[config.mk]
export PLATFORM = sky130hd
export DESIGN_NAME = rs_latch
export DESIGN_NICKNAME = d
export VERILOG_FILES = /design/src/rtl/rs_latch_pkg.sv /design/src/rtl/rs_latch_sync.sv /design/src/rtl/rs_latch.sv
export SDC_FILE = /design/constraint.sdc
export NUM_CORES = 1
export LEC_CHECK = 0
export CAP_MARGIN = 20
export CORE_AREA = 5 5 42 44
export DETAILED_ROUTE_END_ITERATION = 8
export DIE_AREA = 0 0 47 49
export GPL_ROUTABILITY_DRIVEN = 0
export PLACE_DENSITY = 0.43
export SYNTH_ARGS = -nofsm -noshare
export SYNTH_HDL_FRONTEND = slang
export SYNTH_SLANG_ARGS = --single-unit
[constraint.sdc]
create_clock -name clk -period 1.6 [get_ports clk]
set_clock_uncertainty 0.15 [all_clocks]
set_input_delay 0.32 -clock clk [delete_from_list [all_inputs] [get_ports clk]]
set_output_delay 0.32 -clock clk [all_outputs]
set_load 0.005 [all_outputs]
[src/rtl/rs_latch_pkg.sv]
// Shared constants for rs_latch: encodings for resolving the S=R=1 condition.
package rs_latch_pkg;

    localparam int BOTH_HOLD  = 0;
    localparam int BOTH_RESET = 1;
    localparam int BOTH_SET   = 2;

    // Next state of a cell whose set and reset are both requested.
    function automatic logic resolve_both(input int mode, input logic q_cur);
        logic q_res;
        q_res = q_cur;
        case (mode)
            BOTH_RESET: q_res = 1'b0;
            BOTH_SET:   q_res = 1'b1;
            default:    q_res = q_cur;
        endcase
        return q_res;
    endfunction

endpackage

[src/rtl/rs_latch_sync.sv]
// rs_sync: WIDTH-wide, SYNC_STAGES-deep flop chain; a plain wire when SYNC_STAGES is 0.
module rs_sync #(
    parameter int WIDTH       = 1,
    parameter int SYNC_STAGES = 0
) (
    input  logic             clk,
    input  logic             rst_n,
    input  logic [WIDTH-1:0] d,
    output logic [WIDTH-1:0] q
);

    generate
        if (SYNC_STAGES == 0) begin : g_bypass
            logic unused_clk_rst;
            assign unused_clk_rst = clk ^ rst_n;
            assign q = d;
        end else begin : g_chain
            logic [WIDTH-1:0] chain_p [SYNC_STAGES];

            always_ff @(posedge clk or negedge rst_n) begin
                if (!rst_n) begin
                    for (int k = 0; k < SYNC_STAGES; k++) chain_p[k] <= '0;
                end else begin
                    chain_p[0] <= d;
                    for (int k = 1; k < SYNC_STAGES; k++) chain_p[k] <= chain_p[k-1];
                end
            end

            assign q = chain_p[SYNC_STAGES-1];
        end
    endgenerate

endmodule

[src/rtl/rs_latch.sv]
// Registered bank of RS cells with synchronous clear, optional input synchronizers
// and per-bit / sticky flags for the S=R=1 condition.
module rs_latch
    import rs_latch_pkg::*;
#(
    parameter int WIDTH       = 1,
    parameter int SYNC_STAGES = 0,
    parameter int BOTH_MODE   = BOTH_HOLD
) (
    input  logic             clk,
    input  logic             rst_n,
    input  logic [WIDTH-1:0] s,
    input  logic [WIDTH-1:0] r,
    input  logic             clr,
    output logic [WIDTH-1:0] q,
    output logic [WIDTH-1:0] qn,
    output logic [WIDTH-1:0] illegal,
    output logic             illegal_err
);

    logic [WIDTH-1:0] ss;
    logic [WIDTH-1:0] rr;
    logic [WIDTH-1:0] both;
    logic             err_r;

    rs_sync #(.WIDTH(WIDTH), .SYNC_STAGES(SYNC_STAGES)) u_sync_s (
        .clk   (clk),
        .rst_n (rst_n),
        .d     (s),
        .q     (ss)
    );

    rs_sync #(.WIDTH(WIDTH), .SYNC_STAGES(SYNC_STAGES)) u_sync_r (
        .clk   (clk),
        .rst_n (rst_n),
        .d     (r),
        .q     (rr)
    );

    assign both = ss & rr;

    generate
        for (genvar i = 0; i < WIDTH; i++) begin : g_cell
            logic q_c;
            logic qn_c;
            logic ill_c;
            logic q_nxt;

            always_comb begin
                q_nxt = q_c;
                case ({ss[i], rr[i]})
                    2'b10:   q_nxt = 1'b1;
                    2'b01:   q_nxt = 1'b0;
                    2'b11:   q_nxt = resolve_both(BOTH_MODE, q_c);
                    default: q_nxt = q_c;
                endcase
            end

            // qn is its own flop so q and qn never match, even through reset.
            always_ff @(posedge clk or negedge rst_n) begin
                if (!rst_n) begin
                    q_c   <= 1'b0;
                    qn_c  <= 1'b1;
                    ill_c <= 1'b0;
                end else if (clr) begin
                    q_c   <= 1'b0;
                    qn_c  <= 1'b1;
                    ill_c <= 1'b0;
                end else begin
                    q_c   <= q_nxt;
                    qn_c  <= ~q_nxt;
                    ill_c <= both[i];
                end
            end

            assign q[i]       = q_c;
            assign qn[i]      = qn_c;
            assign illegal[i] = ill_c;
        end
    endgenerate

    always_ff @(posedge clk or negedge rst_n) begin
        if (!rst_n) begin
            err_r <= 1'b0;
        end else if (clr) begin
            err_r <= 1'b0;
        end else if (|both) begin
            err_r <= 1'b1;
        end
    end

    assign illegal_err = err_r;

endmodule

==> run_results.csv <==
group,metric,value,unit
critical_path,worst-r2r-setup-slack,0.72,ns
clock_network,cts_buffers,3,
clock_network,cts.clk_slew.worst_paths,0.04,ns
sta,rsz0062_at_grt,"false",
critical_path,crit_fanout,1,
critical_path,worstSetupEndpointType,"output port",
critical_path,path_depth_of_the_worst_reg2reg_path,2,
clock_network,post-cts-setup-buffers,0,
critical_path,timing.critical_path.max_delay_family,"buffers and inverters",
detailed_routing,ant_nets,0,
clock_network,ctsHtreeMaxLevel,1,
layout,fillerInstances,155,
layout,diodes,0,
logic_synthesis,syn-cell-area,164,sq um
placement,place.port_buffers,8,
detailed_routing,vias_per_cell,3.31,
layout,final_cells,42,
critical_path,worstPathBufferInverterCount,1,
sta,max_freq,661,MHz
job,maxCapViolations,0,
logic_synthesis,postSynthRegisterBits,4,
sta,slew_viol_final,0,
layout,final_core_util,21.5,%
clock_network,clkSinkCount,4,
detailed_routing,route.detailed.drc,0,
detailed_routing,wl_per_instance,8.26,microns
floorplan,initial_core_util,11.7,%
critical_path,cp.depth,1,
global_routing,grt_antenna_before_repair,0,
layout,drive_above_1_share,19.2,%
global_routing,global_route.peak_usage_layer,"met3",
outcome,status,"completed",
critical_path,worst-endpoint-required,1.13,ns
power,power.density,931,nW/um^2
global_routing,first_global_vias,134,
detailed_routing,via_count,139,
floorplan,die_width,47,microns
logic_synthesis,post_synth_inst_count,13,
global_routing,global_route.usage.met2,3.62,%
critical_path,slowest_cell_on_the_critical_path,"clkdlybuf4s50_1",
floorplan,die_h,49,microns
detailed_routing,drt_first_pass_iters,3,
global_routing,grt.total_usage,4.95,%
sta,worst-slew-pin-transition,0.164,ns
global_routing,wire_length_of_the_first_global_routing_pass,621,microns
power,peakVddDrop,0.177,mV
clock_network,tritoncts,"done",
clock_network,cts_hold_buffers,0,
layout,most_common_library_cell_in_the_layout_ignoring_fill_and_taps,"clkdlybuf4s50_1",
placement,numPlacedInstances,38,
critical_path,critPathLaunchType,"register",
global_routing,gr-usage-met3,7.01,%
logic_synthesis,synth_area_per_cell,12.6,sq um
floorplan,ios,9,
floorplan,core_area,1400,sq um
power,power.static_leakage,0.167,nW
sta,fin_crit_sh,94.5,%
critical_path,worst-setup-path-type,"reg -> out",
sta,period_needed,1.51,ns
layout,final_nets,34,
clock_network,clock_tree.root_cell,"clkbuf_4",
layout,areaGrowthSynthToFinish,84.0,%
global_routing,overflow,0,
detailed_routing,postRouteWirelength,347,microns
floorplan,fp-row-count,14,
critical_path,cp_slowest_stage_delay,0.49,ns
sta,max-slew-margin-rel,88.7,%
critical_path,crit_chain,"clkdlybuf4s50_1",
clock_network,clk_latency,0.24,ns
detailed_routing,first_iter_violations,5,
global_routing,grt_start_max_net_pins,5,
global_routing,grtUsageMet1,5.13,%
logic_synthesis,mappedNetlistNets,20,
logic_synthesis,synth_cell_type_count,8,
worst_hold_path,holdCritPathClass,"in -> async",
sta,setup-violations-final,0,
sta,final-hold-violation-count,0,
floorplan,fp.dieArea,2300,sq um
clock_network,clock_tree.buffer_depth,2,
logic_synthesis,synth_seq_area_share,61.8,%
layout,layout.cells.most_common_list,"clkdlybuf4s50_1, nor2_1, clkbuf_4, dfrtp_1",
critical_path,worstPathArrival,1.04,ns
logic_synthesis,synth_warnings,0,
==> kinds of logic after synthesis <==
family                     after synthesis  share of synthesized area [%]
and+or+nand+nor                          5                           14.5
DFF                                      4                           61.8
adders and majority gates                2                           15.3
buffers and inverters                    1                           2.29
muxes                                    1                           6.11
==> layout make-up <==
cell class	count	area (sq um)	share of cell area, %
Multi-Input combinational cell	8	58.8	19.5
Clock buffer	4	26.3	8.71
Tap cell	16	20.0	6.64
Sequential cell	4	101	33.6
Inverter	1	3.75	1.24
Timing Repair Buffer	9	91.3	30.3
==> sequential cells by signal (all words and copies together) (netlist names) <==
| name | flops |
|---|---|
| qn | 1 |
| q | 1 |
| illegal | 1 |
| illegal_err | 1 |
==> synth_stat cells <==
| library cell | n | area [sq um] |
|---|---|---|
| dfrtp_1 | 3 | 75.1 |
| dfstp_2 | 1 | 26.3 |
| ha_1 | 2 | 25.0 |
| inv_1 | 1 | 3.75 |
| mux2i_1 | 1 | 10.0 |
| nor2_1 | 3 | 11.3 |
| nor2b_1 | 1 | 6.26 |
| or2_1 | 1 | 6.26 |
==> per-stage QoR <==
stage	worst slack, ns	TNS [ns]	power (mW)	hold slack, ns	cell area, sq um
2_1_floorplan	0.435	0	0.121	-0.126	164
3_3_place_gp	-0.0845	-0.124	0.147	0.339	272
3_5_place_dp	-0.104	-0.178	0.148	0.364	272
4_1_cts	0.0137	0	0.290	0.125	297
5_1_grt	0.0335	0	0.311	0.128	302
6_report	0.0876	0	0.281	0.129	302
==> per-layer routing <==
layer / part of all wire (%) / wire, microns
met1: 48 / 166
met2: 31 / 108
met3: 21 / 73
met4: 0 / 0
met5: 0 / 0
==> worst register-to-register path: stages (launching register included) <==
cell and delay, ns:
dfrtp_1 0.37, mux2i_1 0.17, or2_1 0.12
==> worst paths after layout <==
path,endpoint,from
min reg2reg,illegal_err$_DFFE_PN0P_,illegal_err$_DFFE_PN0P_
min,illegal$_DFF_PN0_,rst_n
max in group asynchronous,qn$_DFF_PN1_,rst_n
max reg2reg,qn$_DFF_PN1_,q$_DFF_PN0_
max,illegal,illegal$_DFF_PN0_
min in group clk,illegal_err$_DFFE_PN0P_,illegal_err$_DFFE_PN0P_
==> report_power, final <==
part	switching, mW	internal, mW	leakage (nW)	total, mW
combinational	0.0125	0.0223	0.101	0.0349
clock	0.0425	0.0936	0.0150	0.136
sequential	0.00212	0.108	0.0507	0.110
total	0.0572	0.224	0.167	0.281
==> what timing repair did <==
item / 4_1_cts / 5_1_grt
setup endpoints to repair: 1 / 2
gates resized for setup: 1 / 2
pin swaps: 0 / 0
Power figures use the tool's default switching activity.
